$ cat src/rtl/fetch_pkg.sv
// Shared types and default widths for the fetch/decode/execute sequencer.
// The CALLSTACK_EN macro enables the return-address stack in fetch_unit.
package fetch_pkg;

  localparam int DEF_OPW         = 3;
  localparam int DEF_ADW         = 5;
  localparam int DEF_STACK_DEPTH = 4;

  typedef enum logic [2:0] {
    FETCH  = 3'd0,
    WAIT   = 3'd1,
    DECODE = 3'd2,
    EXEC   = 3'd3,
    HALT   = 3'd4
  } state_t;

  function automatic int calc_iw(input int opw, input int adw);
    return opw + adw;
  endfunction

endpackage

$ cat src/rtl/fetch_if.sv
// Memory and execute-unit signals of fetch_unit. Handshake: memory read data is
// taken in WAIT on the cycle mem_ready is high; exec_done (with its qualifiers) is taken only in EXEC.
interface fetch_if import fetch_pkg::*; #(
  parameter int OPW = DEF_OPW,
  parameter int ADW = DEF_ADW
) ();
  localparam int IW = calc_iw(OPW, ADW);

  logic [IW-1:0]  mem_rdata;
  logic           mem_ready;
  logic           mem_rd;
  logic [ADW-1:0] mem_addr;
  logic           data_sel;
  logic           exec_done;
  logic           branch_take;
  logic           halt_req;
  logic           call_req;
  logic           ret_req;
  logic [IW-1:0]  ir_q;
  logic [OPW-1:0] opcode;
  logic [ADW-1:0] operand;
  logic [ADW-1:0] pc_q;
  logic           exec_start;
  logic           halted;
  logic           stack_err;
  state_t         dbg_state;

  modport master (
    input  mem_rdata, mem_ready, data_sel, exec_done, branch_take, halt_req, call_req, ret_req,
    output mem_rd, mem_addr, ir_q, opcode, operand, pc_q, exec_start, halted, stack_err, dbg_state
  );

  modport slave (
    output mem_rdata, mem_ready, data_sel, exec_done, branch_take, halt_req, call_req, ret_req,
    input  mem_rd, mem_addr, ir_q, opcode, operand, pc_q, exec_start, halted, stack_err, dbg_state
  );
endinterface

$ cat src/rtl/fetch_callstack.sv
// Return-address LIFO used by fetch_unit when CALLSTACK_EN is defined.
// Push on full and pop on empty are dropped; the caller flags them as faults.
module fetch_callstack #(
  parameter int DEPTH = 4,
  parameter int W     = 5
) (
  input  logic         i_clk,
  input  logic         i_rst,
  input  logic         i_push,
  input  logic         i_pop,
  input  logic [W-1:0] i_data,
  output logic [W-1:0] o_top,
  output logic         o_full,
  output logic         o_empty
);
   localparam int SPW = $clog2(DEPTH + 1);
   localparam int IXW = (DEPTH > 1) ? $clog2(DEPTH) : 1;

   logic [W-1:0]   r_mem [DEPTH];
   logic [SPW-1:0] r_sp;
   logic [SPW-1:0] w_sp_dec;
   logic [IXW-1:0] w_wr_idx;
   logic [IXW-1:0] w_top_idx;

   assign w_sp_dec  = r_sp - SPW'(1);
   assign w_wr_idx  = IXW'(r_sp);
   assign w_top_idx = IXW'(w_sp_dec);
   assign o_full    = (r_sp == SPW'(DEPTH));
   assign o_empty   = (r_sp == '0);
   assign o_top     = r_mem[w_top_idx];

   always_ff @(posedge i_clk) begin
      if (i_rst) begin
         r_sp <= '0;
      end else if (i_push && !o_full) begin
         r_sp <= r_sp + SPW'(1);
      end else if (i_pop && !o_empty) begin
         r_sp <= w_sp_dec;
      end
   end

   // Storage needs no reset: an entry is only read after it has been pushed.
   always_ff @(posedge i_clk) begin
      if (!i_rst && i_push && !o_full) begin
         r_mem[w_wr_idx] <= i_data;
      end
   end
endmodule

$ cat src/rtl/fetch_unit.sv
// Instruction register / program counter with a FETCH-WAIT-DECODE-EXEC-HALT sequencer.
// Define CALLSTACK_EN to add call/return through a fetch_callstack LIFO.
module fetch_unit import fetch_pkg::*; #(
  parameter int OPW         = DEF_OPW,
  parameter int ADW         = DEF_ADW,
  parameter int STACK_DEPTH = DEF_STACK_DEPTH
) (
  input logic    clock,
  input logic    Reset,
  fetch_if.master bus
);
   localparam int IW = calc_iw(OPW, ADW);

   state_t         r_state;
   logic [ADW-1:0] r_pc;
   logic [IW-1:0]  r_ir;
   logic [ADW-1:0] w_operand;
   logic [ADW-1:0] w_pc_inc;
   logic           w_mem_rd;
   logic [ADW-1:0] w_mem_addr;
   logic           w_exec_start;
   logic           w_halted;

   assign w_operand = r_ir[ADW-1:0];
   assign w_pc_inc  = r_pc + ADW'(1);

`ifdef CALLSTACK_EN
   logic           r_stack_err;
   logic           w_fire;
   logic           w_push;
   logic           w_pop;
   logic           w_full;
   logic           w_empty;
   logic [ADW-1:0] w_top;

   // halt_req outranks ret_req, which outranks call_req.
   assign w_fire = (r_state == EXEC) && bus.exec_done && !bus.halt_req;
   assign w_pop  = w_fire && bus.ret_req && !w_empty;
   assign w_push = w_fire && !bus.ret_req && bus.call_req && !w_full;

   fetch_callstack #(.DEPTH(STACK_DEPTH), .W(ADW)) u_stack (
      .i_clk   (clock),
      .i_rst   (Reset),
      .i_push  (w_push),
      .i_pop   (w_pop),
      .i_data  (r_pc),
      .o_top   (w_top),
      .o_full  (w_full),
      .o_empty (w_empty)
   );

   assign bus.stack_err = r_stack_err;
`else
   localparam int unused_depth = STACK_DEPTH;
   logic w_unused_req;
   assign w_unused_req  = bus.call_req | bus.ret_req;
   assign bus.stack_err = 1'b0;
`endif

   always_ff @(posedge clock) begin
      if (Reset) begin
         r_state <= FETCH;
         r_pc    <= '0;
         r_ir    <= '0;
`ifdef CALLSTACK_EN
         r_stack_err <= 1'b0;
`endif
      end else begin
         case (r_state)
            FETCH:  r_state <= WAIT;
            WAIT: begin
               if (bus.mem_ready) begin
                  r_ir    <= bus.mem_rdata;
                  r_pc    <= w_pc_inc;
                  r_state <= DECODE;
               end
            end
            DECODE: r_state <= EXEC;
            EXEC: begin
               if (bus.exec_done) begin
                  r_state <= FETCH;
                  if (bus.halt_req) begin
                     r_state <= HALT;
`ifdef CALLSTACK_EN
                  end else if (bus.ret_req) begin
                     if (w_empty) begin
                        r_stack_err <= 1'b1;
                        r_state     <= HALT;
                     end else begin
                        r_pc <= w_top;
                     end
                  end else if (bus.call_req) begin
                     if (w_full) begin
                        r_stack_err <= 1'b1;
                        r_state     <= HALT;
                     end else begin
                        r_pc <= w_operand;
                     end
`endif
                  end else if (bus.branch_take) begin
                     r_pc <= w_operand;
                  end
               end
            end
            HALT:    r_state <= HALT;
            default: r_state <= FETCH;
         endcase
      end
   end

   always_comb begin
      w_mem_rd     = 1'b0;
      w_mem_addr   = r_pc;
      w_exec_start = 1'b0;
      w_halted     = 1'b0;
      case (r_state)
         FETCH, WAIT: w_mem_rd = 1'b1;
         DECODE:      w_exec_start = 1'b1;
         EXEC:        w_mem_addr = bus.data_sel ? w_operand : r_pc;
         HALT:        w_halted = 1'b1;
         default:     w_mem_rd = 1'b0;
      endcase
   end

   assign bus.mem_rd     = w_mem_rd;
   assign bus.mem_addr   = w_mem_addr;
   assign bus.exec_start = w_exec_start;
   assign bus.halted     = w_halted;
   assign bus.ir_q       = r_ir;
   assign bus.opcode     = r_ir[IW-1:ADW];
   assign bus.operand    = w_operand;
   assign bus.pc_q       = r_pc;
   assign bus.dbg_state  = r_state;
endmodule

$ cat src/flat_wrapper.sv
// flat-port wrapper written by rule: the top's interface ports become plain ports
module fetch_unit_flat import fetch_pkg::*;
#(
  parameter int OPW         = DEF_OPW,
  parameter int ADW         = DEF_ADW,
  parameter int STACK_DEPTH = DEF_STACK_DEPTH
)
  (clock, Reset, bus_mem_rdata, bus_mem_ready, bus_data_sel, bus_exec_done, bus_branch_take, bus_halt_req, bus_call_req, bus_ret_req, bus_mem_rd, bus_mem_addr, bus_ir_q, bus_opcode, bus_operand, bus_pc_q, bus_exec_start, bus_halted, bus_stack_err, bus_dbg_state);
  fetch_if #(.OPW(OPW), .ADW(ADW)) bus_i ();
  input logic clock;
  input logic Reset;
  input wire logic [$bits(bus_i.mem_rdata)-1:0] bus_mem_rdata;
  input wire logic [$bits(bus_i.mem_ready)-1:0] bus_mem_ready;
  input wire logic [$bits(bus_i.data_sel)-1:0] bus_data_sel;
  input wire logic [$bits(bus_i.exec_done)-1:0] bus_exec_done;
  input wire logic [$bits(bus_i.branch_take)-1:0] bus_branch_take;
  input wire logic [$bits(bus_i.halt_req)-1:0] bus_halt_req;
  input wire logic [$bits(bus_i.call_req)-1:0] bus_call_req;
  input wire logic [$bits(bus_i.ret_req)-1:0] bus_ret_req;
  output wire logic [$bits(bus_i.mem_rd)-1:0] bus_mem_rd;
  output wire logic [$bits(bus_i.mem_addr)-1:0] bus_mem_addr;
  output wire logic [$bits(bus_i.ir_q)-1:0] bus_ir_q;
  output wire logic [$bits(bus_i.opcode)-1:0] bus_opcode;
  output wire logic [$bits(bus_i.operand)-1:0] bus_operand;
  output wire logic [$bits(bus_i.pc_q)-1:0] bus_pc_q;
  output wire logic [$bits(bus_i.exec_start)-1:0] bus_exec_start;
  output wire logic [$bits(bus_i.halted)-1:0] bus_halted;
  output wire logic [$bits(bus_i.stack_err)-1:0] bus_stack_err;
  output wire logic [$bits(bus_i.dbg_state)-1:0] bus_dbg_state;
  assign bus_i.mem_rdata = bus_mem_rdata;
  assign bus_i.mem_ready = bus_mem_ready;
  assign bus_i.data_sel = bus_data_sel;
  assign bus_i.exec_done = bus_exec_done;
  assign bus_i.branch_take = bus_branch_take;
  assign bus_i.halt_req = bus_halt_req;
  assign bus_i.call_req = bus_call_req;
  assign bus_i.ret_req = bus_ret_req;
  assign bus_mem_rd = bus_i.mem_rd;
  assign bus_mem_addr = bus_i.mem_addr;
  assign bus_ir_q = bus_i.ir_q;
  assign bus_opcode = bus_i.opcode;
  assign bus_operand = bus_i.operand;
  assign bus_pc_q = bus_i.pc_q;
  assign bus_exec_start = bus_i.exec_start;
  assign bus_halted = bus_i.halted;
  assign bus_stack_err = bus_i.stack_err;
  assign bus_dbg_state = bus_i.dbg_state;
  fetch_unit #(.OPW(OPW), .ADW(ADW), .STACK_DEPTH(STACK_DEPTH)) u_core (.clock(clock), .Reset(Reset), .bus(bus_i));
endmodule
$ cat config.mk
export PLATFORM = sky130hd
export DESIGN_NAME = fetch_unit_flat
export DESIGN_NICKNAME = d
export VERILOG_FILES = /design/src/rtl/fetch_pkg.sv /design/src/rtl/fetch_if.sv /design/src/rtl/fetch_callstack.sv /design/src/rtl/fetch_unit.sv /design/src/flat_wrapper.sv
export SDC_FILE = /design/constraint.sdc
export NUM_CORES = 1
export LEC_CHECK = 0
export BUFFER_PORTS_ARGS = -buffer_cell sky130_fd_sc_hd__buf_2
export CORE_MARGIN = 5
export CORE_UTILIZATION = 43
export CTS_BUF_LIST = sky130_fd_sc_hd__clkbuf_4 sky130_fd_sc_hd__clkbuf_8 sky130_fd_sc_hd__clkbuf_16
export DETAILED_ROUTE_END_ITERATION = 10
export HOLD_SLACK_MARGIN = 0.03
export PLACE_DENSITY = 0.89
export REMOVE_ABC_BUFFERS = 1
export SYNTH_ARGS = -nofsm -noshare
export SYNTH_HDL_FRONTEND = slang
export SYNTH_SLANG_ARGS = --single-unit
$ cat constraint.sdc
create_clock -name clock -period 1.4 [get_ports clock]
set_input_delay 0.07 -clock clock [delete_from_list [all_inputs] [get_ports clock]]
set_output_delay 0.07 -clock clock [all_outputs]
set_load 0.05 [all_outputs]
==> results of run 1 <==
-- synthesized netlist by cell type --
| cell type | n | share of area [%] |
|---|---|---|
| a211oi_1 | 1 | 0.82 |
| a21o_1 | 1 | 0.82 |
| a21oi_1 | 4 | 2.2 |
| a22oi_1 | 1 | 0.82 |
| a31oi_1 | 2 | 1.4 |
| a41oi_1 | 1 | 0.96 |
| and2_1 | 2 | 1.4 |
| and3b_1 | 1 | 0.96 |
| and4b_1 | 1 | 1.1 |
| buf_2 | 2 | 1.1 |
| buf_4 | 10 | 8.2 |
| clkbuf_1 | 2 | 0.82 |
| clkbuf_2 | 1 | 0.55 |
| conb_1 | 1 | 0.41 |
| dfxtp_1 | 16 | 35 |
| ha_1 | 1 | 1.4 |
| inv_1 | 1 | 0.41 |
| mux2_2 | 7 | 8.7 |
| mux2i_1 | 11 | 12 |
| nand2_1 | 1 | 0.41 |
| nand2b_1 | 2 | 1.4 |
| nand3_1 | 3 | 1.6 |
| nand3b_1 | 1 | 0.82 |
| nor2_1 | 16 | 6.6 |
| nor2b_1 | 1 | 0.69 |
| nor2b_4 | 1 | 1.5 |
| nor3_1 | 2 | 1.1 |
| nor3b_1 | 1 | 0.82 |
| o21ai_0 | 1 | 0.55 |
| o21ai_1 | 1 | 0.55 |
| o21ai_2 | 1 | 0.96 |
| o32ai_1 | 2 | 1.9 |
| or3_1 | 1 | 0.69 |
| or4b_1 | 1 | 1.1 |
-- layout make-up --
| class | instances | area, um2 |
|---|---|---|
| multi-input cells | 69 | 618 |
| repair buffers | 68 | 485 |
| fillers | 100 | 475 |
| well taps | 27 | 33.8 |
| flip-flops and latches | 16 | 329 |
| inverters | 1 | 3.75 |
| clock buffers | 4 | 36.3 |
-- flip-flops by register name, indices dropped and copies added (netlist names) --
register and cells:
u_core.bus.ir_q 8, u_core.bus.dbg_state 3, u_core.bus.pc_q 5
-- where the power goes --
part	internal [mW]	leakage (nW)	switching, mW
Clock	0.159	0.0210	0.177
Combinational	0.162	0.564	0.278
Sequential	0.474	0.132	0.0295
Total	0.795	0.717	0.485
-- path summary, 6_finish.rpt --
path	from	endpoint	slack (ps)	depth (start not counted)
setup / recovery	u_core.bus.dbg_state[1]$_SDFFE_PP0P_	bus_mem_addr[4]	-130	5
hold / removal	bus_halt_req	u_core.bus.dbg_state[2]$_SDFFE_PP0P_	70	3
setup reg to reg	u_core.bus.dbg_state[1]$_SDFFE_PP0P_	u_core.bus.pc_q[2]$_SDFFE_PP0P_	-40	4
hold reg to reg	u_core.bus.ir_q[6]$_SDFFE_PP0P_	u_core.bus.ir_q[6]$_SDFFE_PP0P_	570	2
-- worst max-delay path: cells and delay by family (launching register included) --
kind / cells / cell delay [ps]
flops: 1 / 380
mux: 1 / 330
simple gates: 2 / 230
buf+inv: 2 / 210
-- timing repair --
action / 4_1_cts / 5_1_grt
hold buffers: 8 / 0
hold endpoints to repair: 8 / 0
setup buffers: 1 / 3
pin swaps: 4 / 5
gates resized for setup: 26 / 25
setup endpoints to repair: 19 / 21
-- per-layer routing --
| layer | routed length [um] | GRT usage, % | vias up |
|---|---|---|---|
| li1 | - | - | 461 |
| met1 | 1370 | 24.5 | 501 |
| met2 | 1750 | 35.9 | 81 |
| met3 | 379 | 5.10 | 16 |
| met4 | 155 | 9.49 | 0 |
| met5 | 0 | 0 | - |
-- per-stage QoR --
step | area [um2] | total power [mW] | hold slack (ps) | setup WS, ps
after detailed placement | 1160 | 0.851 | 318 | -73.6
final | 1510 | 1.28 | 67.9 | -129
after CTS | 1370 | 1.19 | 70.4 | -101
after global placement | 1160 | 0.842 | 302 | -14.8
after global routing | 1510 | 1.31 | 109 | -182
after floorplan | 813 | 0.735 | 139 | -938
-- layout by cell type, fill, tap and decap left out, types with 4 or more instances in the layout --
| cell type | instances |
|---|---|
| buf_2 | 38 |
| nor2_1 | 15 |
| dfxtp_1 | 13 |
| buf_4 | 11 |
| dlygate4sd3_1 | 8 |
| buf_6 | 8 |
| mux2i_1 | 7 |
| mux2_2 | 6 |
| clkbuf_4 | 4 |
-- cells by family after synthesis --
family                   count (synthesis)  share of synthesized area [%]
multiplexers                            18                           20.7
AO/OA/AOI/OAI                           15                           11.0
flip-flops                              16                           35.2
buffers and inverters                   16                           11.1
AND/OR/NAND/NOR                         34                           20.2
other                                    1                          0.412
adder cells (fa/ha/maj)                  1                           1.37
==> results by stage, run 1 <==
STA:
- The final-layout setup total negative slack is -688 ps.
- Setup repair after global routing could not meet its margin everywhere.
- Setup violations remaining at the end of the flow were counted as 10.
- The final-report max-slew violation count is 0.
- Static timing analysis puts the maximum clock frequency at 0.654 GHz.
- After layout, the minimum clock period comes to 1530 ps.
- The final clock skew is 12.3 ps.
- The share of the cycle needed by the critical path after routing is 109%.
- The final worst slack is -129 ps.
- The hold violation count in the final report was 0.

Detailed routing:
- The post-route antenna net violation count is 0.
- In the final routed layout, each cell accounts on average for about 20 um.
- The number of DRC violations after detailed-routing iteration 0 is 31.
- Detailed routing inserted a total of 1059 vias.
- Summed over all layers, the routed wires come to 3650 um.
- The per-cell via count in the routed design is roughly 5.7.
- The count of unresolved DRC violations after routing is 0.
- The pre-antenna-repair detailed-routing pass consisted of 4 iterations.

Worst setup path:
- The top fanout value on the critical path is 5.
- STA puts the critical path data required time at 1330 ps.
- The critical setup path kind is flip-flop to primary output.
- Among all stages on the critical path, the largest delay is contributed by dfxtp_4.
- The data arrival time of the critical path is 1460 ps.
- The startpoint type of the worst setup path is a flip-flop.
- The critical path endpoint category is a primary output.
- In this design, the stage delay of the slowest critical-path cell is between 300 and 400 ps.
- Traced cell by cell, the critical path runs through inv_2, nor2_4, nand3_4, mux2_2, buf_6.

CTS:
- The number of levels the H-tree was split into is 1.
- The CTS tree is yes.
- TritonCTS created 3 clock buffers.
- The buffer cell driving the clock tree root is clkbuf_4.
- After clock tree synthesis, the clock-pin slew on the worst setup and hold paths is 100 ps.
- The clock latency on the worst-skew pair is 310 ps.
- The clock passes through at most 2 buffers.
- Counting every sink on the clock net gives 16.

Synth:
- A synthesized cell averages 9.02 um2.
- Counting flops and latches in the post-synthesis netlist gives 16.
- The post-synthesis sequential area ratio is about a third.
- The Yosys warning count is 0.
- Counting distinct cell types in the post-synthesis netlist gives 34.
- In this run the cell area of the synthesized design comes to 911 um2.
- The number of instances in the synthesized netlist is 101.

Final layout:
- The number of non-filler instances in the completed layout is ~190.
- The signed area change from the synthesized netlist to the final layout is 65.4%.
- After the last flow step, the layout net total stands at 177.
- 0 antenna diodes ended up in the layout.
- The fraction of layout instances using a drive strength above 1 is approximately three fifths.
- Measured on the finished design, the core utilization comes to 76.0%.

Hold path:
- The class of the most critical hold timing path is input pin to flip-flop.

Die:
- Row generation in the floorplan step produced 16 rows.
- The width of the die is 56.0 um.
- In this run the standard cell core region covers 1980 um2.
- The floorplan step set the die height to 56.0 um.
- The number of top-level pins is 50.
- The die outline area is 3140 um2.
- The initial standard-cell utilization of the core is 46.0%.

Power:
- The worst IR drop on VDD is 0.824 mV.
- The power per unit of standard cell area is ~850 nW/um2.
- The leakage power summed over all cells is approximately 0.72 nW.

GRT:
- The total congestion overflow is 0.
- Entering global routing, the biggest net connects 19 pins.
- Global routing consumed, over all layers together, 21.0% of the routing resources.
- The first-pass GRT wire length is 5180 um.
- The number of global-route vias before repair was roughly 1100.
- The initial antenna violation count is 0.

Outcome:
- The flow ran to the end, but the final reports show violations.
- The final reports fail on setup timing.

Placed design:
- Once placement completed, the tool counted placed cells totaling between 150 and 200.
- Port buffering added 46 buffers.
- The detailed placement HPWL is around 1900 um.
- At the end of routability-driven placement, the weighted congestion stood at between 0.8 and 0.9.

Flow run:
- Across the run, the number of max-cap violations was 0.
Power figures use the tool's default switching activity.
==> inputs of run 2 (changes only) <==
- GPL_TIMING_DRIVEN: not set -> 0
- RECOVER_POWER: not set -> 100
==> run 2 against run 1 <==
The run still ends with setup timing left. Flip-flop and latch count unchanged. Final cell count decreased by 2.7%. Maximum frequency is 4.9% lower. Global-route usage down 1.0 points. Hold slack worse by 23 ps. Clock skew is 11 ps lower. Non-clock buffer count decreased by 5. Clock power fell by 6.5%. Critical endpoint is now bus_mem_addr[3]. Highest routed layer unchanged.
==> results by stage, run 2 (synthesis gave the netlist of run 1 again) <==
Outcome:
- The flow ran to the end, but the final reports show violations.
- The final reports fail on setup timing.

STA:
- The post-route minimum period is 1610 ps (+79.4 ps).
- Setup repair after global routing could not meet its margin everywhere.
- The final count of negative-setup-slack endpoints came to 17 (+7).
- For the pin with the worst max-slew slack, the measured transition is 605 ps.
- The final-report max-slew violation count is 0 (unchanged).
- The hold violation count in the final report is 0 (unchanged).
- The final worst slack is -208 ps (-79.4 ps).
- The share of the cycle needed by the critical path after routing is 115% (+5.7 points).
- The final clock skew is 1.48 ps (-10.9 ps).
- The maximum clock frequency was 0.622 GHz (-4.9%).
- In this run the tightest slew margin relative to its limit is around three fifths.

Die:
- The core outline area is 1980 um2 (unchanged).
- The die outline area is 3140 um2 (unchanged).
- The initial standard-cell utilization of the core was 46.0% (unchanged).
- The number of top-level pins is 50 (unchanged).
- The width of the die was 56.0 um (unchanged).
- The number of standard-cell rows in the floorplan is 16 (unchanged).
- The die extent in y was 56.0 um (unchanged).

Worst setup path:
- The delay of the slowest cell on the worst path is 380 ps (about the same).
- The critical path is of the flip-flop to primary output type.
- The critical path goes through clkinvlp_4, nor2_4, nand3_4, mux2_4, buf_6.
- The data arrival time of the critical path is 1540 ps (+80 ps).
- The critical path endpoint category is a primary output.
- The startpoint type of the worst setup path is a flip-flop.
- The top fanout value on the critical path is 5 (unchanged).
- The largest individual stage delay along the critical path comes from the cell dfxtp_4.
- The worst reg2reg path depth came to 5 (+1).
- The required time reported for the critical path endpoint was 1330 ps (about the same).

Detailed routing:
- The number of DRC violations after detailed-routing iteration 0 is 56 (+81%).
- The aggregate routed wire length was 3270 um (-10%).
- The number of detailed-route iterations in the first pass is 4 (unchanged).
- The count of unresolved DRC violations after routing is 0 (unchanged).
- The post-route antenna net violation count is 0 (unchanged).
- The per-cell via count in the routed design is 5.85 (+2.2%).
- The via count is 1053 (-0.57%).
- The final routed wire length divided by cell count is 18.2 um (-7.9%).

Power:
- The power per unit of standard cell area is 881 nW/um2 (+3.6%).
- The worst IR drop on VDD came to 0.969 mV (+18%).
- The total power consumption of the routed design is 1.23 mW (-3.9%).
- The leakage power summed over all cells is 0.652 nW (-9.0%).

Final layout:
- The fraction of layout instances using a drive strength above 1 is 50.3% (-9.2 points).
- The area growth from synthesis to layout is 53.4%.
- The top cell types in the final layout, fill and taps aside, are 17 x buf_2, 15 x nor2_1, 15 x clkbuf_2.
- The library cell used most frequently in the layout, excluding fill and tap cells, is buf_2.
- The diode insertion count for antenna repair came to 0 (unchanged).
- The cell area after layout is 1400 um2 (-7.2%).
- The flip-flop count of the largest register after layout is 8 (unchanged).
- The number of nets in the layout is 172 (-2.8%).
- The number of inserted filler cells in the final layout is 130 (+30%).

GRT:
- The first-pass GRT wire length was 4930 um (-4.7%).
- The global-route usage over all layers came to 20.0% (-1.0 points).
- The largest net degree at the start of global routing is 19 (unchanged).
- The initial antenna violation count is 0 (unchanged).
- The total congestion overflow is 0 (unchanged).
- The number of global-route vias before repair is 1013 (-4.0%).

CTS:
- TritonCTS built the clock tree.
- The buffer cell driving the clock tree root is clkbuf_4.
- The clock transition at the register clock pins on the worst setup and hold paths after CTS is 90 ps (about the same).
- The clock sink count is 16 (unchanged).
- The number of buffers created by CTS is 3 (unchanged).
- The largest buffer count on any clock path is 2 (unchanged).
- The clock latency on the worst-skew pair came to 290 ps (-20 ps).
- The number of levels the H-tree was split into is 1 (unchanged).

Placed design:
- The number of buffer cells added on primary ports is 46 (unchanged).
- The global placement routability congestion is 0.785 (-12%).
- The setup slack at placement is -353 ps (-279 ps).
- The post-place instance area came to 1080 um2 (-7.5%).

Hold path:
- The path class of the tightest hold or removal check is input pin to flip-flop.
- The number of cells on the worst hold path is 3 (unchanged).

Flow run:
- The number of max-cap violations is 0 (unchanged).
==> run 2: changes by cell type in the layout (fill, tap and decap cells not counted), moves of 3 or more <==
cell / change
buf_2: -21
clkbuf_2: +15
clkbuf_1: +6
buf_4: -4
mux2i_1: +4
buf_6: +3
==> run 2: power by group <==
group	switching, mW	total [mW]	internal (mW)
Clock	0.156	0.314	0.159
Sequential	0.0332	0.509	0.476
Combinational	0.260	0.407	0.148
==> run 2: worst paths after layout <==
| path | startpoint | end | slack, ps |
|---|---|---|---|
| worst min-delay path | bus_mem_rdata[7] | u_core.bus.ir_q[7]$_SDFFE_PP0P_ | 40 |
| worst max-delay path | u_core.bus.dbg_state[1]$_SDFFE_PP0P_ | bus_mem_addr[3] | -210 |
| worst min register to register | u_core.bus.pc_q[0]$_SDFFE_PP0P_ | u_core.bus.pc_q[0]$_SDFFE_PP0P_ | 570 |
| worst max register to register | u_core.bus.dbg_state[1]$_SDFFE_PP0P_ | u_core.bus.pc_q[2]$_SDFFE_PP0P_ | -140 |
==> run 2: final cells by class <==
cell class | instances | area (um2) | area share [%]
Multi-Input combinational cell | 69 | 554 | 39.7
Timing Repair Buffer | 63 | 439 | 31.4
Sequential cell | 16 | 327 | 23.4
Tap cell | 27 | 33.8 | 2.42
Inverter | 1 | 7.51 | 0.537
Clock buffer | 4 | 36.3 | 2.60
==> run 2: layer usage <==
metal / track usage [%] / vias to the layer above / part of all wire (%)
li1: - / 451 / -
met1: 22.3 / 482 / 37
met2: 33.2 / 100 / 46
met3: 4.64 / 20 / 11
met4: 13.6 / 0 / 5.9
met5: 0 / - / 0
==> run 2: metrics by stage <==
step | cells | setup TNS, ps | util [%] | hold slack (ps)
6_report | 180 | -1770 | 70.5 | 45.0
5_1_grt | 180 | -2830 | 70.5 | 48.6
4_1_cts | 177 | -1030 | 68.0 | 33.4
3_5_place_dp | 159 | -3960 | 54.4 | 311
3_3_place_gp | 159 | -3370 | 54.4 | 301
2_1_floorplan | 86 | -9270 | - | 139
==> run 2: repair_timing <==
item / 4_1_cts / 5_1_grt
endpoints found under the setup margin: 20 / 21
gates resized for setup: 35 / 5
pin swaps: 7 / 3
buffers inserted: 8 / 3
hold buffers: 6 / 0
endpoints found under the hold margin: 6 / 0
==> run 2: critical path: cells and delay by family, from the launching register on <==
family	cells	cell delay, ps
muxes	1	340
and+or+nand+nor	2	270
buffers and inverters	2	260
DFF	1	380
